--- config.mk ---
export PLATFORM = sky130hd
export DESIGN_NAME = ph_fifo
export DESIGN_NICKNAME = d
export VERILOG_FILES = /design/src/rtl/ph_fifo_pkg.sv /design/src/rtl/tube_fifo_ram.sv /design/src/rtl/ph_fifo.sv
export SDC_FILE = /design/constraint.sdc
export NUM_CORES = 1
export LEC_CHECK = 0
export CORE_MARGIN = 10
export CORE_UTILIZATION = 35
export DETAILED_ROUTE_END_ITERATION = 6
export MAX_ROUTING_LAYER = met4
export PLACE_DENSITY_LB_ADDON = 0.08
export SLEW_MARGIN = 15
export SYNTH_ARGS = -nofsm -noshare
export SYNTH_HDL_FRONTEND = slang
export SYNTH_SLANG_ARGS = --single-unit
--- constraint.sdc ---
create_clock -name clk -period 2.85 [get_ports clk]
set_input_delay 0.57 -clock clk [delete_from_list [all_inputs] [get_ports clk]]
set_output_delay 0.57 -clock clk [all_outputs]
set_load 0.005 [all_outputs]
--- src/rtl/ph_fifo_pkg.sv ---
// ph_fifo_pkg: shared tube constants and the clog2 helper used to size FIFO pointers and counters.
package ph_fifo_pkg;

    localparam int PH_DEFAULT_WIDTH = 8;
    localparam int PH_R1_DEPTH = 24;
    localparam logic [7:0] PH_RESET_DATA = 8'h41;

    function automatic int clog2(input int v);
        int r;
        r = 0;
        while ((1 << r) < v) r++;
        return r;
    endfunction

endpackage

--- src/rtl/tube_fifo_ram.sv ---
// tube_fifo_ram: DEPTH x WIDTH storage, synchronous write, asynchronous read.
module tube_fifo_ram #(
    parameter int WIDTH = 8,
    parameter int DEPTH = 24,
    parameter int AW = 5
) (
    input  logic             clk,
    input  logic             we,
    input  logic [AW-1:0]    waddr,
    input  logic [WIDTH-1:0] wdata,
    input  logic [AW-1:0]    raddr,
    output logic [WIDTH-1:0] rdata
);

    logic [WIDTH-1:0] mem [DEPTH];

    always_ff @(posedge clk) begin
        if (we) mem[waddr] <= wdata;
    end

    assign rdata = mem[raddr];

endmodule

--- src/rtl/ph_fifo.sv ---
// ph_fifo: parasite-to-host first-word-fall-through FIFO with count, flush and sticky error flags.
// Defining PH_FIFO_IRQ_EN adds the registered occupancy interrupt h_irq.
module ph_fifo
    import ph_fifo_pkg::*;
#(
    parameter int WIDTH = PH_DEFAULT_WIDTH,
    parameter int DEPTH = PH_R1_DEPTH,
    parameter logic [WIDTH-1:0] RESET_DATA = WIDTH'(PH_RESET_DATA),
    parameter int IRQ_THRESH = 1,
    localparam int CW = clog2(DEPTH + 1),
    localparam int AW = (DEPTH > 1) ? clog2(DEPTH) : 1
) (
    input  logic             clk,
    input  logic             rst,
    input  logic             p_wr_en,
    input  logic [WIDTH-1:0] p_data,
    input  logic             p_flush,
    input  logic             h_rd_en,
    output logic [WIDTH-1:0] h_data,
    output logic             h_data_available,
    output logic             p_full,
    output logic [CW-1:0]    count,
    output logic             p_overrun,
    output logic             h_underrun,
    output logic             h_irq
);

    logic [AW-1:0] wr_ptr, rd_ptr, wr_ptr_next, rd_ptr_next;
    logic [CW-1:0] count_next;
    logic [WIDTH-1:0] rdata, h_data_next;
    logic push_ok, pop_ok, ovr_hit, und_hit;

    // A full FIFO still accepts a write when a read frees a slot in the same cycle.
    assign push_ok = p_wr_en && (!p_full || h_rd_en) && !rst && !p_flush;
    assign pop_ok = h_rd_en && h_data_available;
    assign ovr_hit = p_wr_en && p_full && !h_rd_en;
    assign und_hit = h_rd_en && !h_data_available;

    always_comb begin
        wr_ptr_next = push_ok ? ((wr_ptr == AW'(DEPTH - 1)) ? '0 : wr_ptr + AW'(1)) : wr_ptr;
        rd_ptr_next = pop_ok ? ((rd_ptr == AW'(DEPTH - 1)) ? '0 : rd_ptr + AW'(1)) : rd_ptr;
        count_next = (push_ok && !pop_ok) ? count + CW'(1) :
                     (pop_ok && !push_ok) ? count - CW'(1) : count;
        // The new head may be the word being written this cycle, which the RAM cannot show yet.
        h_data_next = (count_next == '0) ? h_data :
                      (push_ok && wr_ptr == rd_ptr_next) ? p_data : rdata;
    end

    tube_fifo_ram #(.WIDTH(WIDTH), .DEPTH(DEPTH), .AW(AW)) u_ram (
        .clk   (clk),
        .we    (push_ok),
        .waddr (wr_ptr),
        .wdata (p_data),
        .raddr (rd_ptr_next),
        .rdata (rdata)
    );

    always_ff @(posedge clk) begin
        if (rst || p_flush) begin
            wr_ptr <= '0;
            rd_ptr <= '0;
            count <= '0;
            h_data <= RESET_DATA;
            h_data_available <= 1'b0;
            p_full <= 1'b0;
            p_overrun <= 1'b0;
            h_underrun <= 1'b0;
        end else begin
            wr_ptr <= wr_ptr_next;
            rd_ptr <= rd_ptr_next;
            count <= count_next;
            h_data <= h_data_next;
            h_data_available <= count_next != '0;
            p_full <= count_next == CW'(DEPTH);
            p_overrun <= p_overrun | ovr_hit;
            h_underrun <= h_underrun | und_hit;
        end
    end

`ifdef PH_FIFO_IRQ_EN
    always_ff @(posedge clk) begin
        if (rst || p_flush) h_irq <= 1'b0;
        else h_irq <= int'(count_next) >= IRQ_THRESH;
    end
`else
    logic unused_irq_thresh;
    assign unused_irq_thresh = ^IRQ_THRESH;
    assign h_irq = 1'b0;
`endif

endmodule

; ---- After elaboration in Yosys (flattened, before gate mapping)
; Memories as Yosys holds them, arrays and structs flattened. A register that Yosys moved wholly into a read port is not among the register bits.
; Index checks and enable logic that the tools add are counted.
[totals]
word_cells = 45
out_inout_bits = 18
latch_bits = 0
romBits = 0
ff_bits = 19
memories = 1
mem_bits_rw = 192
[memory_table]
columns = memory, words, width, read_ports, rd_clocked_by_memory_dff, wr, line_no
row1 = u_ram.mem, 24, 8, 1, 1, 1, tube_fifo_ram.sv:15  ; logic [WIDTH-1:0] mem [DEPTH];
[classes]
eq_ne = 3
shift = 0
mux = 7
div_mod_pow = 0
bitwise = 2
n_reduce_logical = 21
add_sub_neg = 4
n_lt_le_gt_ge = 0
multipliers = 0
[ops]
columns = op, n
row1 = 5-bit two-way mux, 5
row2 = 5-bit by 1-bit adder with 5-bit output (second input constant), 3
row3 = 5-bit == test (second input constant), 3
row4 = 1-bit logical AND, 9
row5 = 1-bit zero test, 8
row6 = 5-bit zero test, 1
row7 = 5-bit nonzero test, 1
row8 = 5-bit by 1-bit subtractor with 5-bit output (second input constant), 1
row9 = 1-bit logical OR, 2
row10 = 1-bit two-way mux, 2
row11 = 1-bit bitwise OR, 2

; ---- Longest topological paths before layout
[logic_depth]
depth_word = 11
mapped_depth = 11
ltp_nobuf = 8

; ---- Hierarchy
; From an unflattened synthesis, not the netlist that was laid out.
[hier_totals]
cells_unflattened = 559
hier_area_um2 = 9266.4
[modules_own_cells]
columns = mod, instances, area_per_inst_um2, seq_area_each_um2, cells_per_inst
row1 = tube_fifo_ram, 1, 7559.8, 5765.5, 375
row2 = ph_fifo, 1, 1706.6, 540.5, 184

; ---- Worst setup path after synthesis
; OpenSTA, ideal clock, no wires.
[synth_timing]
path_kind = input-to-reg
startpoint = in rst
endpoint = reg h_data[1], read port of u_ram.mem
path_slack_ps = 459
arrival_ps = 2274
stages = 8
path_cell_list = or3b_4 or4_1 a21oi_1 o22ai_1 and3b_1 buf_6 a211oi_1 a22o_1
[synth_via]
elab_chain_cells = 9
[synth_lines]
columns = element, line_no
row1 = from (decl), ph_fifo.sv:14  ; input logic rst,
row2 = 1-bit zero test, ph_fifo.sv:34  ; assign push_ok = p_wr_en && (!p_full || h_rd_en) && !rst && !p_flush;
row3 = 1-bit logical AND (2 in series), ph_fifo.sv:34
row4 = 1-bit zero test, ph_fifo.sv:43  ; (pop_ok && !push_ok) ? count - CW'(1) : count;
row5 = 1-bit logical AND, ph_fifo.sv:43
row6 = 5-bit two-way mux, ph_fifo.sv:43
row7 = 5-bit two-way mux, ph_fifo.sv:42  ; count_next = (push_ok && !pop_ok) ? count + CW'(1) :
row8 = 5-bit zero test, ph_fifo.sv:45  ; h_data_next = (count_next == '0) ? h_data :
row9 = 1-bit zero test (no line), n/a
row10 = to (decl), ph_fifo.sv:19  ; output logic [WIDTH-1:0] h_data,
; Several ways; a longest one is shown, not always the timed one.
; A chain may end at the register's enable or synchronous reset.

; ---- Worst setup path in the final report
[layout_timing]
startpoint = reg rd_ptr[1]
endpoint = reg h_data[1], read port of u_ram.mem
[layout_via]
elab_chain_cells = 3
[layout_lines]
columns = element, line_no
row1 = from (decl), ph_fifo.sv:28  ; logic [AW-1:0] wr_ptr, rd_ptr, wr_ptr_next, rd_ptr_next;
row2 = from (signal assigned), ph_fifo.sv:70  ; rd_ptr <= rd_ptr_next;
row3 = 5-bit by 1-bit adder with 5-bit output or 5-bit == test (tied branches), ph_fifo.sv:41  ; rd_ptr_next = pop_ok ? ((rd_ptr == AW'(DEPTH - 1)) ? '0 : rd_ptr + AW'(1)) : rd_ptr;
row4 = 5-bit two-way mux, ph_fifo.sv:41
row5 = 5-bit two-way mux *, ph_fifo.sv:41
; Mark *: on every way between the ends. The rest lies on a longest branch, timed or not.

==> reports/summary.txt <==
CTS Buffer Depth: 3
final worst slack: 0.1805 ns
Total Wirelength: 26.51 mm
Syn Area/Cell: 12.28 sq um
CP Data Arrival Time: 3.15 ns
Synth cell types: 54
Clock Sinks: 219
max_slew headroom: 61.28%
P_leak: 0.004099 uW
Synth area leaders: edfxtp_1 63%, nand2_1 6.1%, dfxtp_1 5.9%
PortBufs: 29
Final nets: 904
critical path capture point type: register
Root Driver: clkbuf_16
Hold-fix buffers, CTS: 0
CP peak stage delay: 0.52 ns
Crit Path Class: register to register
dpl ws: -0.5758 ns
Die H: 182.0 um
RD Place Congestion: 0.8675
TritonCTS Buffers: 25
CP Cell Sequence: ha_2 -> and3_1 -> nor2_4 -> buf_4 -> nand2_1 -> a311oi_1 -> buf_4 -> a31oi_1 -> nand4_1 -> a22o_1
Worst Setup Start Kind: register
fin. max-slew vios: 0
highest clock rate: 0.3746 GHz
worst vdd ir: 434.9 uV
Synthesized Nets: 768
Ports: 31
H-tree depth: 1
combinational share of power: 4.7%
CORE AREA: 25910 sq um
Vias/cell: 5.262
Int Pwr: 5429 uW
Setup TNS Final: 0 ns
gr usage total: 16.02%
clock group share of total power: 44.4%
initial antenna violation count: 0
Max-Cap Viols: 0
First-pass DRT Iterations: 5
Crit path buffers/inverters: 2
Post-DRT Antenna Nets: 0
Final Hold Vio Count: 0
Synth warnings: 0
Worst-Skew Late Latency: 0.53 ns
Synth Cell Area: 9184 sq um
period utilization: 93.67%
run status: finished, final reports clean
first-pass GRT wire length: 40.26 mm
HP Class: register to register
vias in the first global route: 6479
ys flop type: edfxtp_1
layout cells sized above 1: 20.67%
Setup Viol. Count Final: 0
via count: 6498
Fillers: 2349
die area: 33120 sq um
post-synth top area share: 62.78%
CP top delay family: compound AO/OA/AOI/OAI gates
async set or reset register ratio after synthesis: 0%
Crit path top cell by count: buf_4
share of power burned in registers: 51.0%
Synth Instances: 748
HPWL after detailed placement: 18.84 mm
RSZ-0062 raised after global routing: false
n_diodes: 0
Net Sw Frac: 21.38%
Power Dens Cells: 593.7 nW/um^2
final core utilization: 44.89%
row cnt: 59
Yosys reg bits: 219
largest net degree at the start of global routing: 30
EDFF count, synth: 192
die width: 182.0 um
Synth area leader: edfxtp_1
1st-iter DRT viols: 508
Area growth syn-to-layout: 26.65%
grt ovf: 0
register area share after synthesis: 68.66%
synth cell count leaders: 192 x edfxtp_1, 150 x nand2_1, 58 x nand3_1, 49 x nor2_1, 36 x a311oi_1
count leader, synth: edfxtp_1
Max Clock Skew: 0.01282 ns
min Tclk post-route: 2.670 ns
Initial Util: 35.44%
DRC errors left: 0
clock transition at the registers of the reported paths: 0.06 ns
Worst-Margin Slew: 0.5790 ns
Slowest-stage cell, CP: a311oi_1
TritonCTS clock tree: yes
Worst Path Required: 3.33 ns
P_sw: 1476 uW
Routed wire per std cell: 21.46 um
Max Fanout on Critical Path: 21
power groups by stage:
stage               combinational (uW)  clock (uW)  sequential, uW
floorplan                          122           0            3580
global placement                   323           0            3590
detailed placement                 324           0            3590
CTS                                327        3140            3520
global route                       349        3270            3520
finish                             322        3060            3520
per-stage QoR:
step	power [uW]	area, sq um	cells	hold WS [ns]
2_1_floorplan	3704	9184	748	0.4604
3_3_place_gp	3908	10790	1192	0.4555
3_5_place_dp	3911	10790	1192	0.4664
4_1_cts	6986	11570	1235	0.4808
5_1_grt	7139	11630	1235	0.5103
6_report	6905	11630	1235	0.4795
worst paths after layout:
check	startpoint	end	slack [ns]	cells after the start
hold / removal	h_data[2]	h_data[2]	0.48	1
hold reg to reg	h_data[2]	h_data[2]	0.48	1
setup / recovery	rd_ptr[1]	h_data[1]	0.18	10
setup reg to reg	rd_ptr[1]	h_data[1]	0.18	10
cell usage in the layout, fill, tap and decap left out, types with 3 or more instances in the layout:
master,n
dfxtp_1,25
a22o_1,6
clkinvlp_4,3
nand2b_1,4
nor4_1,4
clkbuf_1,4
clkdlybuf4s50_1,28
nand4_1,7
xnor2_1,7
inv_1,10
nor2b_1,3
ha_1,6
nand3_1,58
nor2_1,48
a31oi_1,6
xor2_1,4
a311oi_2,6
buf_12,10
clkbuf_16,25
and2_1,3
o21ai_0,7
and3_1,34
a311oi_1,30
clkinv_2,6
a21oi_1,11
a211oi_1,32
buf_4,117
edfxtp_1,192
nand2_1,149
nor3_1,6
cells by family (layout without fill, tap and decap cells):
| family | Yosys count | in the layout | share of synthesized area, % |
|---|---|---|---|
| AOI/OAI and AO/OA | 116 | 116 | 9.591 |
| other | 1 | 1 | 0.04083 |
| xor gates and xnor gates | 11 | 11 | 1.049 |
| adders and majority gates | 7 | 7 | 0.9536 |
| buffers and inverters | 57 | 209 | 2.670 |
| muxes | 2 | 2 | 0.2180 |
| DFF | 219 | 219 | 68.66 |
| and+or+nand+nor | 335 | 335 | 16.81 |
sequential cells by signal, summed over array words and instances, names as in the netlist:
name              flops
count                 5
h_data                8
h_data_available      1
h_underrun            1
p_full                1
p_overrun             1
rd_ptr                5
u_ram.mem           192
wr_ptr                5
final cells by class:
class / count / area [sq um] / area share, %
clock inverter: 14 / 140.1 / 1.205
multi-input combinational: 472 / 2714 / 23.33
tap: 335 / 419.2 / 3.604
timing repair buffer: 156 / 1371 / 11.79
clock buffer: 29 / 640.6 / 5.508
sequential: 219 / 6309 / 54.24
inverter: 10 / 37.54 / 0.3227
per-layer routing:
layer  share of wire (%)  vias up  global-route usage, %
li1                    -     3085                      -
met1                  47     3213                  21.67
met2                  45      148                  24.38
met3                 4.9       52                  2.744
met4                 2.9        0                  4.361
met5                   0        -                      -
repair_timing:
item / CTS / global route
setup endpoints to repair: 2 / 8
resized for setup: 2 / 12
pin swaps: 0 / 1
buffers inserted: 0 / 0
Power figures use the tool's default switching activity.
